`src/rtl/poly_eval_pkg.sv`:
```
// Shared definitions for the Horner evaluator: field constants, FSM states,
// counter-width helpers and the single-subtract field adder.
package poly_eval_pkg;

    localparam int unsigned F_NBITS = 16;
    // Largest prime below 2^16.
    localparam logic [F_NBITS-1:0] F_PRIME = 16'd65521;

    typedef enum logic [1:0] {
        ST_IDLE,
        ST_MUL,
        ST_ADD,
        ST_DONE
    } state_e;

    function automatic int unsigned cnt_width(input int unsigned n);
        return $clog2(n + 1);
    endfunction

    function automatic int unsigned idx_width(input int unsigned n);
        return (n <= 1) ? 1 : $clog2(n);
    endfunction

    // Both operands must already be reduced, so one conditional subtract suffices.
    function automatic logic [F_NBITS-1:0] field_add(input logic [F_NBITS-1:0] a,
                                                     input logic [F_NBITS-1:0] b);
        logic [F_NBITS:0] s;
        s = {1'b0, a} + {1'b0, b};
        if (s >= {1'b0, F_PRIME}) begin
            s = s - {1'b0, F_PRIME};
        end
        return s[F_NBITS-1:0];
    endfunction

endpackage

```
`src/rtl/field_multiplier.sv`:
```
// Multi-cycle modular multiplier: MSB-first double-and-add over b, one bit per cycle.
// en is honoured only while ready; the product stays on out until the next en.
module field_multiplier
    import poly_eval_pkg::*;
(
    input  logic               clk,
    input  logic               rstb,
    input  logic               en,
    input  logic [F_NBITS-1:0] a,
    input  logic [F_NBITS-1:0] b,
    output logic [F_NBITS-1:0] out,
    output logic               ready
);

    localparam int unsigned BitW = $clog2(F_NBITS);

    logic               busy_q;
    logic [F_NBITS-1:0] a_q;
    logic [F_NBITS-1:0] b_q;
    logic [F_NBITS-1:0] acc_q;
    logic [F_NBITS-1:0] acc_next;
    logic [BitW-1:0]    bit_q;

    always_comb begin
        acc_next = field_add(field_add(acc_q, acc_q), b_q[bit_q] ? a_q : '0);
    end

    always_ff @(posedge clk or negedge rstb) begin
        if (!rstb) begin
            busy_q <= 1'b0;
            a_q    <= '0;
            b_q    <= '0;
            acc_q  <= '0;
            bit_q  <= '0;
        end else if (!busy_q) begin
            if (en) begin
                a_q    <= a;
                b_q    <= b;
                acc_q  <= '0;
                bit_q  <= BitW'(F_NBITS - 1);
                busy_q <= 1'b1;
            end
        end else begin
            acc_q <= acc_next;
            if (bit_q == '0) begin
                busy_q <= 1'b0;
            end else begin
                bit_q <= bit_q - 1'b1;
            end
        end
    end

    assign out   = acc_q;
    assign ready = ~busy_q;

endmodule

```
`src/rtl/poly_coeff_buf.sv`:
```
// Coefficient store: sequential write port driven by the fill count, combinational read by
// index. Owns count/full; contents are not reset.
module poly_coeff_buf
    import poly_eval_pkg::*;
#(
    parameter int unsigned npoints = 3,
    localparam int unsigned CntW = cnt_width(npoints),
    localparam int unsigned IdxW = idx_width(npoints)
) (
    input  logic               clk,
    input  logic               rstb,
    input  logic               wren,
    input  logic               restart,
    input  logic [F_NBITS-1:0] wdata,
    input  logic               clear,
    input  logic [IdxW-1:0]    rd_idx,
    output logic [F_NBITS-1:0] rdata,
    output logic [CntW-1:0]    count,
    output logic               full
);

    logic [F_NBITS-1:0] mem [npoints];
    logic [CntW-1:0]    count_q;

    always_ff @(posedge clk or negedge rstb) begin
        if (!rstb) begin
            count_q <= '0;
        end else if (restart) begin
            count_q <= CntW'(1);
        end else if (wren) begin
            count_q <= count_q + 1'b1;
        end else if (clear) begin
            count_q <= '0;
        end
    end

    always_ff @(posedge clk) begin
        if (restart) begin
            mem[0] <= wdata;
        end else if (wren) begin
            mem[IdxW'(count_q)] <= wdata;
        end
    end

    assign rdata = (32'(rd_idx) < npoints) ? mem[rd_idx] : '0;
    assign count = count_q;
    assign full  = (32'(count_q) == npoints);

endmodule

```
`src/rtl/poly_horner_eval.sv`:
```
// Evaluates p(r) = sum c_k r^k from a captured coefficient stream using Horner's rule.
// POLY_EVAL_RETAIN_EN keeps coefficients across evaluations; a write while full restarts capture.
module poly_horner_eval
    import poly_eval_pkg::*;
#(
    parameter int unsigned npoints = 3
) (
    input  logic               clk,
    input  logic               rstb,
    input  logic               c_wren,
    input  logic [F_NBITS-1:0] c_data,
    input  logic               en,
    input  logic [F_NBITS-1:0] r,
    output logic [F_NBITS-1:0] out,
    output logic               ready,
    output logic               ready_pulse,
    output logic               full,
    output logic               err
);

    localparam int unsigned CntW = cnt_width(npoints);
    localparam int unsigned IdxW = idx_width(npoints);

    if (npoints == 0) begin : g_bad_npoints
        $error("poly_horner_eval: npoints must be at least 1");
    end

    state_e             state_q, state_d;
    logic [F_NBITS-1:0] acc_q, acc_d;
    logic [IdxW-1:0]    idx_q, idx_d;
    logic [F_NBITS-1:0] out_q, out_d;
    logic               err_q, err_d;
    logic               mul_en_q, mul_en_d;
    logic               en_dly_q;
    logic               ready_dly_q;

    logic               in_idle;
    logic               start;
    logic               accept_wr;
    logic               restart_wr;
    logic               drop_wr;
    logic               clear_cnt;
    logic [IdxW-1:0]    rd_idx;
    logic [F_NBITS-1:0] rdata;
    logic [CntW-1:0]    count;
    logic               mul_ready;
    logic [F_NBITS-1:0] mul_out;
    logic [F_NBITS-1:0] sum;

    assign in_idle   = (state_q == ST_IDLE);
    assign start     = en & ~en_dly_q;
    assign accept_wr = c_wren & in_idle & ~full;

`ifdef POLY_EVAL_RETAIN_EN
    assign restart_wr = c_wren & in_idle & full;
    assign drop_wr    = c_wren & ~in_idle;
`else
    assign restart_wr = 1'b0;
    assign drop_wr    = c_wren & (~in_idle | full);
`endif

    // In idle the read port presents the top coefficient to seed the accumulator.
    assign rd_idx = in_idle ? IdxW'(npoints - 1) : idx_q;
    assign sum    = field_add(mul_out, rdata);

    poly_coeff_buf #(
        .npoints (npoints)
    ) u_buf (
        .clk     (clk),
        .rstb    (rstb),
        .wren    (accept_wr),
        .restart (restart_wr),
        .wdata   (c_data),
        .clear   (clear_cnt),
        .rd_idx  (rd_idx),
        .rdata   (rdata),
        .count   (count),
        .full    (full)
    );

    field_multiplier u_mul (
        .clk   (clk),
        .rstb  (rstb),
        .en    (mul_en_q),
        .a     (acc_q),
        .b     (r),
        .out   (mul_out),
        .ready (mul_ready)
    );

    always_comb begin
        state_d   = state_q;
        acc_d     = acc_q;
        idx_d     = idx_q;
        out_d     = out_q;
        mul_en_d  = 1'b0;
        err_d     = err_q;
        clear_cnt = 1'b0;

        if (drop_wr || (start && in_idle && !full)) begin
            err_d = 1'b1;
        end

        unique case (state_q)
            ST_IDLE: begin
                if (start && full) begin
                    if (npoints == 1) begin
                        out_d   = rdata;
                        state_d = ST_DONE;
                    end else begin
                        acc_d    = rdata;
                        idx_d    = IdxW'(npoints - 2);
                        mul_en_d = 1'b1;
                        state_d  = ST_MUL;
                    end
                end
            end
            ST_MUL: begin
                // mul_ready is still high on the issue cycle, so skip it.
                if (!mul_en_q && mul_ready) begin
                    state_d = ST_ADD;
                end
            end
            ST_ADD: begin
                acc_d = sum;
                if (idx_q == '0) begin
                    out_d   = sum;
                    state_d = ST_DONE;
                end else begin
                    idx_d    = idx_q - 1'b1;
                    mul_en_d = 1'b1;
                    state_d  = ST_MUL;
                end
            end
            ST_DONE: begin
`ifdef POLY_EVAL_RETAIN_EN
                clear_cnt = 1'b0;
`else
                clear_cnt = 1'b1;
`endif
                state_d = ST_IDLE;
            end
            default: state_d = ST_IDLE;
        endcase
    end

    always_ff @(posedge clk or negedge rstb) begin
        if (!rstb) begin
            state_q     <= ST_IDLE;
            acc_q       <= '0;
            idx_q       <= '0;
            out_q       <= '0;
            err_q       <= 1'b0;
            mul_en_q    <= 1'b0;
            en_dly_q    <= 1'b1;
            ready_dly_q <= 1'b1;
        end else begin
            state_q     <= state_d;
            acc_q       <= acc_d;
            idx_q       <= idx_d;
            out_q       <= out_d;
            err_q       <= err_d;
            mul_en_q    <= mul_en_d;
            en_dly_q    <= en;
            ready_dly_q <= ready;
        end
    end

    assign ready       = ~start & in_idle;
    assign ready_pulse = ready & ~ready_dly_q;
    assign out         = out_q;
    assign err         = err_q;

endmodule

```
`config.mk`:
```
export PLATFORM = sky130hd
export DESIGN_NAME = poly_horner_eval
export DESIGN_NICKNAME = d
export VERILOG_FILES = /design/src/rtl/poly_eval_pkg.sv /design/src/rtl/field_multiplier.sv /design/src/rtl/poly_coeff_buf.sv /design/src/rtl/poly_horner_eval.sv
export SDC_FILE = /design/constraint.sdc
export NUM_CORES = 1
export LEC_CHECK = 0
export ABC_AREA = 1
export BUFFER_PORTS_ARGS = -buffer_cell sky130_fd_sc_hd__clkbuf_2
export CAP_MARGIN = 25
export CORE_MARGIN = 1
export CORE_UTILIZATION = 62
export DETAILED_ROUTE_END_ITERATION = 16
export PLACE_DENSITY = 0.81
export SETUP_SLACK_MARGIN = 0.3
export SLEW_MARGIN = 10
export SYNTH_ARGS = -nofsm -noshare
export SYNTH_HDL_FRONTEND = slang
export SYNTH_HIERARCHICAL = 1
export SYNTH_SLANG_ARGS = --single-unit
```
`constraint.sdc`:
```
create_clock -name clk -period 4.1 [get_ports clk]
set_input_delay 0.615 -clock clk [delete_from_list [all_inputs] [get_ports clk]]
set_output_delay 0.615 -clock clk [all_outputs]
set_load 0.1 [all_outputs]
```
# [After elaboration in Yosys (flattened, before gate mapping)]
# Memory sizes are Yosys's and may differ from the RTL's.
# Cells that the tools add are included.
# Widths: inputs -> output; s select.
[word_totals] ff_bits=95 ramBits=48 in_bits=36 word_cells=101 mem_count=1
[mem_list] name="u_buf.mem" depth=3 width=16 read_ports=1 rd_clocked_by_memory_dff=0 write_ports=1 line_no="poly_coeff_buf.sv:22" text="logic [F_NBITS-1:0] mem [npoints];"
[op_classes] add_sub_neg=9 order_cmp=5 n_eq_ne=8 muxes=32 bitwise_logic=13 n_reduce_logical=19
[op_table] op="$mux 16" n=8
[op_table] op="$add 16x16->17" n=3
[op_table] op="$ge 17x16->1 const B" n=3
[op_table] op="$sub 16x16->16 const B" n=3
[op_table] op="$pmux 16 s2" n=1
[op_table] op="$mux 2" n=7
[op_table] op="$mux 4" n=3
[op_table] op="$reduce_and 2->1" n=5
[op_table] op="$mux 1" n=9
[op_table] op="$pmux 2 s4" n=1
[op_table] op="$and 1x1->1" n=6
[op_table] op="$eq 2x2->1 const B" n=3
[op_table] op="$ne 2x2->1 const B" n=3
[op_table] op="$not 1->1" n=6
[op_table] op="$reduce_bool 2->1" n=3
[op_table] op="$lt 4x5->1 const B" n=1
[op_table] op="$bmux 1 s4" n=1
[op_table] op="$logic_and 1x1->1" n=4
[op_table] op="$logic_not 2->1" n=2
[op_table] op="$logic_not 4->1" n=1
[op_table] op="$pmux 2 s2" n=1
[op_table] op="$sub 4x1->4 const B" n=1
[op_table] op="$reduce_and 3->1" n=1
[op_table] op="$add 2x1->2 const B" n=1
[op_table] op="other kinds (8)" n=9

# [Longest topological paths before layout]
[depth] depth_word=8 ltp_mapped=29

# [Cells and area by module]
# The synthesis kept the hierarchy.
[by_module_without_submodules] mod="field_multiplier" n_inst=1 cells_per_inst=630 area_each_um2=4337.9 seq_area_each_um2=1326.3
[by_module_without_submodules] mod="poly_horner_eval" n_inst=1 cells_per_inst=564 area_each_um2=3515.9 seq_area_each_um2=1003.5
[by_module_without_submodules] mod="poly_coeff_buf" n_inst=1 cells_per_inst=190 area_each_um2=2097.0 seq_area_each_um2=1491.4

# [Least setup slack after synthesis]
# No wires, ideal clock.
[synth_path] path_type="input-to-output" start="in en" end="out ready_pulse" arrival_time_ns=3.501 required_time_ns=3.485 setup_slack_ns=-0.016 path_stages=5 cell_sequence="inv_1 > nor2_1 > nor2_1 > inv_1 > nor2_1"
[synth_via] elab_chain_cells=4
[synth_rtl] element="start, declared" line_no="poly_horner_eval.sv:12" text="input logic en,"
[synth_rtl] element="$and 1x1->1" line_no="poly_horner_eval.sv:51" text="assign start = en & ~en_dly_q;"
[synth_rtl] element="$not 1->1" line_no="poly_horner_eval.sv:169" text="assign ready = ~start & in_idle;"
[synth_rtl] element="$and 1x1->1" line_no="poly_horner_eval.sv:169"
[synth_rtl] element="via ready" line_no="poly_horner_eval.sv:15" text="output logic ready,"
[synth_rtl] element="$and 1x1->1" line_no="poly_horner_eval.sv:170" text="assign ready_pulse = ready & ~ready_dly_q;"
[synth_rtl] element="end, declared" line_no="poly_horner_eval.sv:16" text="output logic ready_pulse,"
# The timed path passes the listed nets, and every way through them passes these cells.

# [Final worst setup path]
[layout_path] start="reg u_mul.acc_q[1] (netlist: u_mul/out[1])" end="reg u_mul.acc_q[14] (netlist: u_mul/out[14])"
[layout_via] elab_chain_cells=7 elab_cells_between_ends=9 cone_classes="4 x add/sub; 2 x order compare; 3 x mux"
[layout_rtl] element="start, declared" line_no="field_multiplier.sv:20" text="logic [F_NBITS-1:0] acc_q;"
[layout_rtl] element="start signal, assigned" line_no="field_multiplier.sv:44" text="acc_q <= acc_next;"
[layout_rtl] element="$add 16x16->17 (*)" line_no="poly_eval_pkg.sv:28" text="s = {1'b0, a} + {1'b0, b};"
[layout_rtl] element="$sub 16x16->16 or $ge 17x16->1 (tied branches)" line_no="poly_eval_pkg.sv:30, poly_eval_pkg.sv:29"
[layout_rtl] element="$mux 16 (*)" line_no="poly_eval_pkg.sv:29" text="if (s >= {1'b0, F_PRIME}) begin"
[layout_rtl] element="$add 16x16->17 (*)" line_no="poly_eval_pkg.sv:28"
[layout_rtl] element="$sub 16x16->16 or $ge 17x16->1 (tied branches)" line_no="poly_eval_pkg.sv:30, poly_eval_pkg.sv:29"
[layout_rtl] element="$mux 16 (*)" line_no="poly_eval_pkg.sv:29"
[layout_rtl] element="$mux 16 (*)" line_no="field_multiplier.sv:35" text="end else if (!busy_q) begin"
# Mark *: on every way between the ends. The rest lies on a longest branch, timed or not.
# A chain may end at the register's enable or synchronous reset.

==> reports/qor.yml <==
run_status:
  outcome: "finished, final reports clean"
global_routing:
  overflow: 0
  met2_usage_pct: 50.7
  first_global_vias: 8456
  antenna_found_initial: 0
  grt_usage_pct: 32.7
  use_met1_pct: 44.7
  grt_pass1_wl_mm: 41.4
  gr-usage-met3_pct: 5.36
  busiest_layer: "met2"
  grt_max_degree: 66
layout:
  drive_above_1_share_pct: 24.6
  fin_nets: 1565
  multi_input_area_um2: 5750
  stdcell_count: 1710
  fillerInstances: 1119
  syn_to_final_growth_pct: 21.3
  utilization_pct: 78.3
  finalInstanceArea_um2: 12100
  n_antenna_cell: 0
  register_area_um2: 3830
routing:
  drc: 0
  routedWlPerCell_um: 16.0
  ant_nets: 0
  routed_wl_mm: 27.3
  routed-via-count: 9575
  vias_per_cell: 5.60
  drtIter0Drc: 936
  dr.pass1.iters: 6
setup_path:
  cp-start-kind: "flop"
  cp_max_fo: 8
  arrival_ns: 4.05
  r2r-end: "u_mul/out[14]"
  criticalPathCategory: "reg -> reg"
  regToRegSetupSlack_ns: 0.36
  startpoint: "u_mul/out[1]"
  crit_path_end_kind: "flop"
  rr_worst_depth: 25
  slowest_delay_ns: 0.36
  critPathRequiredTime_ns: 4.41
  timing.rr.start: "u_mul/out[1]"
  cpMaxStageDelayCell: "dfrtp_1"
  worst_path_most_repeated_cell: "nand2_2"
logic_synthesis:
  yosysSeqAreaShare_pct: 38.4
  synth_cell_types: 51
  synth_edf_count: 48
  synthArstFlopShare_pct: 66.4
  synthTopCellsByArea: "dfrtp_1 (23%), nand2_1 (18%), edfxtp_1 (14%), inv_1 (7.5%), nand3_1 (5.3%)"
  synthTopCellsByCount: "nand2_1 (466), inv_1 (200), nor2_1 (139)"
  yosysWarnings: 6
  yosysTopAreaCell: "dfrtp_1"
  syn_area_per_cell_um2: 7.19
  synth-main-ff-cell: "dfrtp_1"
  yosys.area.top_type_share_pct: 23.4
  synth.most_common_cell: "nand2_1"
  syn-cell-area_um2: 9950
  netlist_instances: 1384
  synth-seq-cells: 143
sta:
  tightestPinTransition_ns: 0.931
  hold_ws_ns: 0.272
  max-slew-margin-rel_pct: 37.9
  fin_setup_tns_ns: 0
  finalCriticalPeriod_ns: 3.74
  max_freq_mhz: 268
  setup_slack_ns: 0.364
  setup_violations: 0
  rsz0062_at_grt: "yes"
  final_hold_viol_count: 0
  min_period_over_period_pct: 91.1
  fin_skew_ns: 0.0147
  slew_violations: 0
power:
  p_total_mw: 10.6
  clkPwrFrac_pct: 15.3
  irDropWorstVdd_uv: 450
  p_int_mw: 5.17
  leakage_nw: 6.20
  seqPwrFrac_pct: 18.4
  p_sw_mw: 5.39
  p_comb_share_pct: 66.4
  swShare_pct: 51.0
  p_per_area_nw_per_um2: 875
floorplanning:
  pin_count: 56
  rows: 45
  core_um2: 15400
  die-width_um: 129
  fp.dieH_um: 129
  dieArea_um2: 16600
  start_util_pct: 64.5
clock_network:
  cts_buffers: 17
  cts_tree: "done"
  root_buffer: "clkbuf_16"
  cts_max_level: 4
  cts_sinks: 143
  clk_latency_ns: 0.44
  path_clk_slew_ns: 0.07
  cts.path.max_buffers: 2
worst_hold_path:
  hold_path_class: "in -> reg"
  holdPathStages: 1
  min_delay_worst_endpoint: "en_dly_q"
  min_from: "en"
placement:
  place_congestion: 0.969
  pre_cts_ws_ns: 0.0961
  hpwl_mm: 19.0
  io_buffers: 55
  dp.cells: 1650
  place_area_um2: 10600
job:
  max_cap_violations: 0
==> metal layers <==
layer,wire [um],part of all wire [%],vias to the layer above
met5,0,0,-
met4,1110,4.1,0
met3,2110,7.7,86
met2,12600,46,439
met1,11500,42,4473
li1,-,-,4577
==> state kept, by name, indices dropped and copies added (netlist names), 2 cells and up <==
register     flops
u_buf/mem       48
acc_q           16
out             16
u_mul/a_q       16
u_mul/b_q       16
u_mul/out       16
u_mul/bit_q      4
idx_q            2
state_q          2
u_buf/count      2
==> what timing repair did <==
item,4_1_cts,5_1_grt
resized for setup,17,149
hold buffers,0,0
pin swaps,2,73
endpoints found under the setup margin,22,48
gates cloned,1,3
buffers inserted,4,20
==> kinds of logic after synthesis <==
family	Yosys count	synth area share (%)
xor gates and xnor gates	31	2.80
adders and majority gates	43	5.56
AOI/OAI and AO/OA	73	4.34
muxes	16	1.81
buffers and inverters	245	9.93
DFF	143	38.4
and+or+nand+nor	832	37.1
other	1	0.0377
==> worst max path at each step <==
| stage | endpoint | depth (start not counted) |
|---|---|---|
| 2_1_floorplan | ready_pulse | 5 |
| 3_3_place_gp | u_mul/out[0] | 25 |
| 3_5_place_dp | u_mul/out[0] | 27 |
| 4_1_cts | u_mul/out[14] | 26 |
| 5_1_grt | u_mul/out[3] | 27 |
| 6_report | u_mul/out[14] | 25 |
==> critical path, delay by kind of cell, from the launching register on <==
kind	cells	cell delay, ns
flops	1	0.36
fa+ha+maj	2	0.45
xor+xnor	1	0.33
buf+inv	3	0.29
simple gates	19	2.17
==> cell usage in the layout (no fill, tap or decap), types with 8 or more instances in the layout <==
| cell type | instances |
|---|---|
| a21oi_1 | 29 |
| buf_4 | 47 |
| clkbuf_16 | 20 |
| clkbuf_2 | 55 |
| dfrtp_1 | 88 |
| edfxtp_1 | 48 |
| ha_1 | 23 |
| ha_4 | 13 |
| inv_1 | 195 |
| inv_2 | 13 |
| mux2_2 | 16 |
| nand2_1 | 410 |
| nand2_2 | 84 |
| nand2_4 | 8 |
| nand3_1 | 100 |
| nand3_2 | 10 |
| nand4_1 | 42 |
| nor2_1 | 113 |
| nor2_2 | 23 |
| nor2_4 | 14 |
| o21ai_0 | 18 |
| xnor2_1 | 8 |
| xor2_1 | 21 |
==> final cells by class <==
cell class	count	share of cell area [%]
timing repair buffer	113	6.78
sequential	143	31.7
inverter	212	6.63
clock inverter	14	1.37
clock buffer	18	3.73
tap	211	2.19
multi-input combinational	999	47.6
==> power by group through the flow <==
stage,clock network (mW),registers [mW],logic [mW]
floorplan,0,1.91,4.47
global placement,0,1.95,5.56
detailed placement,0,1.95,5.66
CTS,1.62,1.93,5.88
global route,1.68,1.96,7.64
finish,1.61,1.94,7.01
Note: power is estimated with default switching activity, not from simulation.
